--- config.mk ---
export PLATFORM = sky130hd
export DESIGN_NAME = rho_rotate_func
export DESIGN_NICKNAME = d
export VERILOG_FILES = /design/src/rtl/encoder_pkg.sv /design/src/rtl/rho_ctrl.sv /design/src/rtl/rho_rotate_func.sv
export SDC_FILE = /design/constraint.sdc
export NUM_CORES = 2
export LEC_CHECK = 0
export CORE_MARGIN = 1
export CORE_UTILIZATION = 35
export CTS_CLUSTER_SIZE = 28
export DETAILED_ROUTE_END_ITERATION = 12
export SYNTH_ARGS = -nofsm -noshare
export SYNTH_HDL_FRONTEND = slang
export SYNTH_SLANG_ARGS = --single-unit
--- constraint.sdc ---
create_clock -name clk -period 6.65 [get_ports clk]
set_clock_uncertainty 0.1 [all_clocks]
set_input_delay 1.6625 -clock clk [delete_from_list [all_inputs] [get_ports clk]]
set_output_delay 1.6625 -clock clk [all_outputs]
set_load 0.1 [all_outputs]
--- src/rtl/encoder_pkg.sv ---
// Shared constants for the matrix encoder stages: geometry, FSM encoding and
// the rho rotation offsets used by rho_rotate_func.
package encoder_pkg;

  localparam int SLICE_W = 25;
  localparam int DEPTH   = 64;
  localparam int CNT_W   = 7;
  localparam int ADDR_W  = 6;

  typedef logic [SLICE_W-1:0] slice_t;

  localparam logic [1:0] ST_IDLE  = 2'd0;
  localparam logic [1:0] ST_LOAD  = 2'd1;
  localparam logic [1:0] ST_WRITE = 2'd2;
  localparam logic [1:0] ST_DONE  = 2'd3;

  // Indexed by 5*y + x; listed row by row for y = 0..4.
  localparam logic [ADDR_W-1:0] RHO_OFF [SLICE_W] = '{
    6'd0,  6'd1,  6'd62, 6'd28, 6'd27,
    6'd36, 6'd44, 6'd6,  6'd55, 6'd20,
    6'd3,  6'd10, 6'd43, 6'd25, 6'd39,
    6'd41, 6'd45, 6'd15, 6'd21, 6'd8,
    6'd18, 6'd2,  6'd61, 6'd56, 6'd14
  };

  // Source slice of lane 'lane' when producing output slice z; 6-bit wrap is intended.
  function automatic logic [ADDR_W-1:0] rho_src_addr(input logic [ADDR_W-1:0] z,
                                                     input int lane);
    return z - RHO_OFF[lane];
  endfunction

endpackage

--- src/rtl/rho_ctrl.sv ---
// Sequencing FSM for the rho stage: IDLE -> LOAD -> WRITE -> DONE -> IDLE.
// Produces the datapath enables; the counter and buffer live in the parent.
module rho_ctrl
  import encoder_pkg::*;
(
  input  logic clk,
  input  logic rst,
  input  logic start,
  input  logic cnt_co,
  output logic load_en,
  output logic wr_en,
  output logic cnt_en,
  output logic cnt_rst,
  output logic done
);

  logic [1:0] state_q;
  logic [1:0] state_d;

  always_comb begin
    state_d = state_q;
    case (state_q)
      ST_IDLE:  if (start)  state_d = ST_LOAD;
      ST_LOAD:  if (cnt_co) state_d = ST_WRITE;
      ST_WRITE: if (cnt_co) state_d = ST_DONE;
      ST_DONE:  state_d = ST_IDLE;
      default:  state_d = ST_IDLE;
    endcase
  end

  always_ff @(posedge clk or negedge rst) begin
    if (!rst) begin
      state_q <= ST_IDLE;
    end else begin
      state_q <= state_d;
    end
  end

  // All outputs are Moore decodes so nothing glitches on start.
  always_comb begin
    load_en = (state_q == ST_LOAD);
    wr_en   = (state_q == ST_WRITE);
    cnt_en  = (state_q == ST_LOAD) || (state_q == ST_WRITE);
    cnt_rst = (state_q == ST_IDLE) || (state_q == ST_DONE);
    done    = (state_q == ST_DONE);
  end

endmodule

--- src/rtl/rho_rotate_func.sv ---
// Rho stage: buffers the 64 slices of the state, then writes them back with
// every lane rotated along z by its rho offset.
module rho_rotate_func
  import encoder_pkg::*;
(
  input  logic                clk,
  input  logic                rst,
  input  logic                start,
  input  logic [SLICE_W-1:0]  line_in,
  output logic [CNT_W-1:0]    cnt_value,
  output logic                write_enable,
  output logic [SLICE_W-1:0]  write_value,
  output logic                donee
);

  logic load_en;
  logic wr_en;
  logic cnt_en;
  logic cnt_rst;
  logic done;
  logic cnt_co;

  logic [CNT_W-1:0] cnt_q;
  logic [CNT_W-1:0] cnt_d;

  slice_t state_buf_q [DEPTH];
  slice_t state_buf_d [DEPTH];
  slice_t rot_slice;

  rho_ctrl u_ctrl (
    .clk     (clk),
    .rst     (rst),
    .start   (start),
    .cnt_co  (cnt_co),
    .load_en (load_en),
    .wr_en   (wr_en),
    .cnt_en  (cnt_en),
    .cnt_rst (cnt_rst),
    .done    (done)
  );

  assign cnt_co = (cnt_q == CNT_W'(DEPTH - 1));

  always_comb begin
    cnt_d = cnt_q;
    if (cnt_rst) begin
      cnt_d = '0;
    end else if (cnt_en) begin
      cnt_d = cnt_co ? '0 : cnt_q + CNT_W'(1);
    end
  end

  always_comb begin
    state_buf_d = state_buf_q;
    if (load_en) begin
      state_buf_d[cnt_q[ADDR_W-1:0]] = line_in;
    end
  end

  always_ff @(posedge clk or negedge rst) begin
    if (!rst) begin
      cnt_q       <= '0;
      state_buf_q <= '{default: '0};
    end else begin
      cnt_q       <= cnt_d;
      state_buf_q <= state_buf_d;
    end
  end

  // One 64:1 mux per lane bit, each addressed by its own rotated slice index.
  for (genvar gi = 0; gi < SLICE_W; gi++) begin : g_lane
    logic [ADDR_W-1:0] src_z;
    assign src_z         = rho_src_addr(cnt_q[ADDR_W-1:0], gi);
    assign rot_slice[gi] = state_buf_q[src_z][gi];
  end

  assign cnt_value    = cnt_q;
  assign write_enable = wr_en;
  assign write_value  = wr_en ? rot_slice : '0;
  assign donee        = done;

endmodule

==> results.json <==
{
  "outcome": "complete, no violations",
  "ys_top_cells_by_area": "sky130_fd_sc_hd__dfrtp_1 54%, sky130_fd_sc_hd__mux2_2 24%, sky130_fd_sc_hd__mux4_2 14%",
  "floorplan.die.height_um": 463,
  "cts_hold_buffers": 0,
  "synth_area_um2": 74300,
  "synth_enable_flop_cells": 0,
  "cts_inserted_buffers": 169,
  "setup.worst_path.end_class": "output pin",
  "clock_insertion_delay_worst_skew_ns": 0.82,
  "postSynth.topFlopCell": "sky130_fd_sc_hd__dfrtp_1",
  "vias": 41809,
  "final-max-slew-violation-count": 0,
  "grt_max_degree": 180,
  "power_density_nw_per_um2": 251,
  "xor_and_xnor_fraction_of_the_mapped_netlist_area_pct": 0.608,
  "worst-endpoint-arrival_ns": 4.74,
  "worst-path-max-fanout": 74,
  "share_of_the_synthesized_area_in_compound_gates_ao_oa_aoi_oai_pct": 0.987,
  "final_antenna_net_count": 0,
  "simple_gate_share_of_the_synthesized_area_pct": 1.27,
  "viasPerCell": 5.61,
  "postSynthAreaPerCell_um2": 16.3,
  "ys_async_sr_fraction_pct": 100,
  "critical_path_class": "flip-flop to output pin",
  "max_cap_viol_count": 0,
  "wl_um": 230000,
  "grt-ovfl-total": 0,
  "power.share.combinational_pct": 4.6,
  "cts_num_sinks": 1609,
  "setup_ws_ns": 0.144,
  "fin_nets": 4555,
  "vdd_ir_drop_max_uv": 205,
  "hold_path.class": "flip-flop to flip-flop",
  "drcViolationCount": 0,
  "worst_pin_slew_ns": 1.47,
  "placeableCoreArea_um2": 210000,
  "antenna_found_initial": 16,
  "cts_max_path_buffers": 3,
  "detailedRoute.firstPassIterationCount": 5,
  "cp-start-kind": "flip-flop",
  "dpl.hpwl_um": 138000,
  "wl_per_cell_um": 30.8,
  "synth_adder_area_share_pct": 0.387,
  "hold_slack_ns": 0.399,
  "timing.final.setup_violations": 0,
  "p_int_uw": 16300,
  "path_clk_slew_ns": 0.06,
  "switching_share_pct": 22.8,
  "report.final.hold_viol_count": 0,
  "first_global_vias": 43911,
  "fp.dieW_um": 463,
  "gp_congestion": 0.858,
  "port_buffer_cells": 61,
  "grt_first_pass_wirelength_um": 334000,
  "drt-initial-drc-count": 3423,
  "yosys_warnings": 0,
  "fin_total_pwr_uw": 21100,
  "yosysTopAreaCell": "sky130_fd_sc_hd__dfrtp_1",
  "synth_top_family_by_area": "multiplexers",
  "netlist_instances": 4559,
  "drive_gt1_share_pct": 56.9,
  "ctsRootBufferMaster": "sky130_fd_sc_hd__clkbuf_16",
  "synth.top_cell.area_share_pct": 54.2,
  "pre_cts_slack_ns": 0.811,
  "ctsHtreeMaxLevel": 4,
  "synth.area.mux_share_pct": 39.6,
  "syn2layout_area_growth_pct": 13.1,
  "synth_seq_cells": 1609,
  "dieArea_um2": 214000,
  "post_layout_util_pct": 40.0,
  "max_clock_freq_mhz": 154,
  "power.leakage_uw": 0.0345,
  "cts_tree": "done",
  "final_min_period_over_clock_period_pct": 97.8,
  "start_util_pct": 35.3,
  "seqPwrFrac_pct": 49.2,
  "yosysUniqueCellTypes": 54,
  "number_of_rows_created_at_floorplan": 168,
  "ports_placed_on_the_boundary": 62,
  "power.clock.fraction_pct": 46.2,
  "setup_total_negative_slack_ns": 0,
  "groute.usage.overall_pct": 21.5,
  "max-slew-margin-rel_pct": 1.99,
  "total_switching_power_uw": 4810,
  "wp_data_required_ns": 4.89,
  "rsz0062_at_grt": "no",
  "yosysSeqAreaShare_pct": 54.2,
  "final_period_minus_worst_setup_slack_ns": 6.51,
  "syn_nets": 4610
}
## path summary, 6_finish.rpt
kind	from	to	slack (ns)	depth (start not counted)
hold / removal	state_buf_q[624]	state_buf_q[624]	0.40	1
setup / recovery	cnt_value[1]	write_value[4]	0.14	9
setup reg to reg	cnt_value[5]	state_buf_q[785]	2.12	6
hold reg to reg	state_buf_q[624]	state_buf_q[624]	0.40	1
min in group asynchronous	rst	state_buf_q[1053]	0.67	1
max in group asynchronous	rst	state_buf_q[1435]	4.12	3
## synthesized netlist by cell type, types with 3 or more instances
cell type	number
sky130_fd_sc_hd__mux4_2	466
sky130_fd_sc_hd__nand2b_1	6
sky130_fd_sc_hd__buf_6	16
sky130_fd_sc_hd__clkbuf_1	188
sky130_fd_sc_hd__dfrtp_1	1609
sky130_fd_sc_hd__and2_1	3
sky130_fd_sc_hd__nand2_1	38
sky130_fd_sc_hd__o211ai_1	4
sky130_fd_sc_hd__o22ai_1	9
sky130_fd_sc_hd__o31ai_1	8
sky130_fd_sc_hd__mux2_2	1610
sky130_fd_sc_hd__inv_1	11
sky130_fd_sc_hd__xnor2_2	3
sky130_fd_sc_hd__a2bb2oi_1	3
sky130_fd_sc_hd__nor2b_1	13
sky130_fd_sc_hd__xor2_1	4
sky130_fd_sc_hd__buf_1	40
sky130_fd_sc_hd__nand4_1	6
sky130_fd_sc_hd__nand3_2	3
sky130_fd_sc_hd__a311oi_1	9
sky130_fd_sc_hd__nand3_1	22
sky130_fd_sc_hd__a21oi_1	21
sky130_fd_sc_hd__a21boi_0	7
sky130_fd_sc_hd__ha_1	23
sky130_fd_sc_hd__mux2i_1	75
sky130_fd_sc_hd__xnor2_1	42
sky130_fd_sc_hd__nor2_1	39
sky130_fd_sc_hd__nor2_2	43
sky130_fd_sc_hd__buf_2	104
sky130_fd_sc_hd__a31oi_1	6
sky130_fd_sc_hd__a2111oi_0	10
sky130_fd_sc_hd__buf_4	81
sky130_fd_sc_hd__o21ai_0	6
## layout make-up
type	count	area, µm²
multi-input combinational	2506	32400
tap	2805	3510
clock buffer	263	5030
sequential	1609	40300
inverter	15	56.3
clock inverter	49	699
fill	19212	126000
antenna	2	5.00
timing repair buffer	203	2050
## power by group through the flow
stage | clock, µW | sequential (µW) | combinational [µW]
6_report | 9740 | 10400 | 964
5_1_grt | 10300 | 10400 | 1060
4_1_cts | 9920 | 10400 | 979
3_5_place_dp | 0 | 10500 | 976
3_3_place_gp | 0 | 10500 | 947
2_1_floorplan | 0 | 10500 | 639
## flip-flops by register name (all words and copies together) (netlist names)
signal,count
state_buf_q,1600
cnt_value,7
u_ctrl.state_q,2
## cells by family (layout without fill, tap and decap cells)
family                     count (synthesis)  in the layout
muxes                                   2151           2151
xor gates and xnor gates                  49             49
other                                      0              2
AOI/OAI and AO/OA                        103            103
buffers and inverters                    444            530
and+or+nand+nor                          180            180
DFF                                     1609           1609
adders and majority gates                 23             23
## metal layers
metal	global-route usage (%)	routed length [µm]	up-vias	share of wire (%)
met1	29.2	99800	23376	43
met2	34.5	110000	1180	48
met4	7.28	7930	16	3.5
li1	-	-	16866	-
met3	4.10	12400	371	5.4
met5	0	101	-	0.044
## cell usage in the layout (no fill, tap or decap), types with 7 or more instances in the layout
master                            count
sky130_fd_sc_hd__inv_1               11
sky130_fd_sc_hd__nand2_1             38
sky130_fd_sc_hd__xnor2_2              7
sky130_fd_sc_hd__a21boi_0             7
sky130_fd_sc_hd__a311oi_1             9
sky130_fd_sc_hd__ha_1                20
sky130_fd_sc_hd__mux4_2             466
sky130_fd_sc_hd__clkbuf_1            50
sky130_fd_sc_hd__bufinv_16            9
sky130_fd_sc_hd__nor2_4              64
sky130_fd_sc_hd__a2111oi_0            9
sky130_fd_sc_hd__buf_12              44
sky130_fd_sc_hd__clkdlybuf4s50_1      8
sky130_fd_sc_hd__mux2_2            1610
sky130_fd_sc_hd__nand3_1             22
sky130_fd_sc_hd__a21oi_1             17
sky130_fd_sc_hd__buf_4              125
sky130_fd_sc_hd__nor2b_1             13
sky130_fd_sc_hd__clkbuf_16          170
sky130_fd_sc_hd__clkbuf_8            43
sky130_fd_sc_hd__nor2_1              18
sky130_fd_sc_hd__dfrtp_1           1603
sky130_fd_sc_hd__mux2i_1             75
sky130_fd_sc_hd__xnor2_1             37
sky130_fd_sc_hd__clkinv_2            24
sky130_fd_sc_hd__buf_2               25
## worst max-delay path, cell delays in order (launching register included)
cell	delay, ns
sky130_fd_sc_hd__dfrtp_4	0.84
sky130_fd_sc_hd__inv_1	0.32
sky130_fd_sc_hd__ha_4	0.65
sky130_fd_sc_hd__buf_12	0.43
sky130_fd_sc_hd__mux4_2	0.40
sky130_fd_sc_hd__mux2_2	0.27
sky130_fd_sc_hd__or3_1	0.30
sky130_fd_sc_hd__o21ai_0	0.17
sky130_fd_sc_hd__o32ai_2	0.20
sky130_fd_sc_hd__buf_12	0.21
## metrics by stage
stage,area [µm²],std cells
detailed placement,78300,7138
CTS,84000,7450
finish,84000,7452
global placement,78300,7138
floorplan,74400,4559
global route,84000,7451
## what timing repair did
item	4_1_cts	5_1_grt
endpoints found under the setup margin	1	1
setup buffers	0	0
gates resized for setup	1	1
Note: power is estimated with default switching activity, not from simulation.
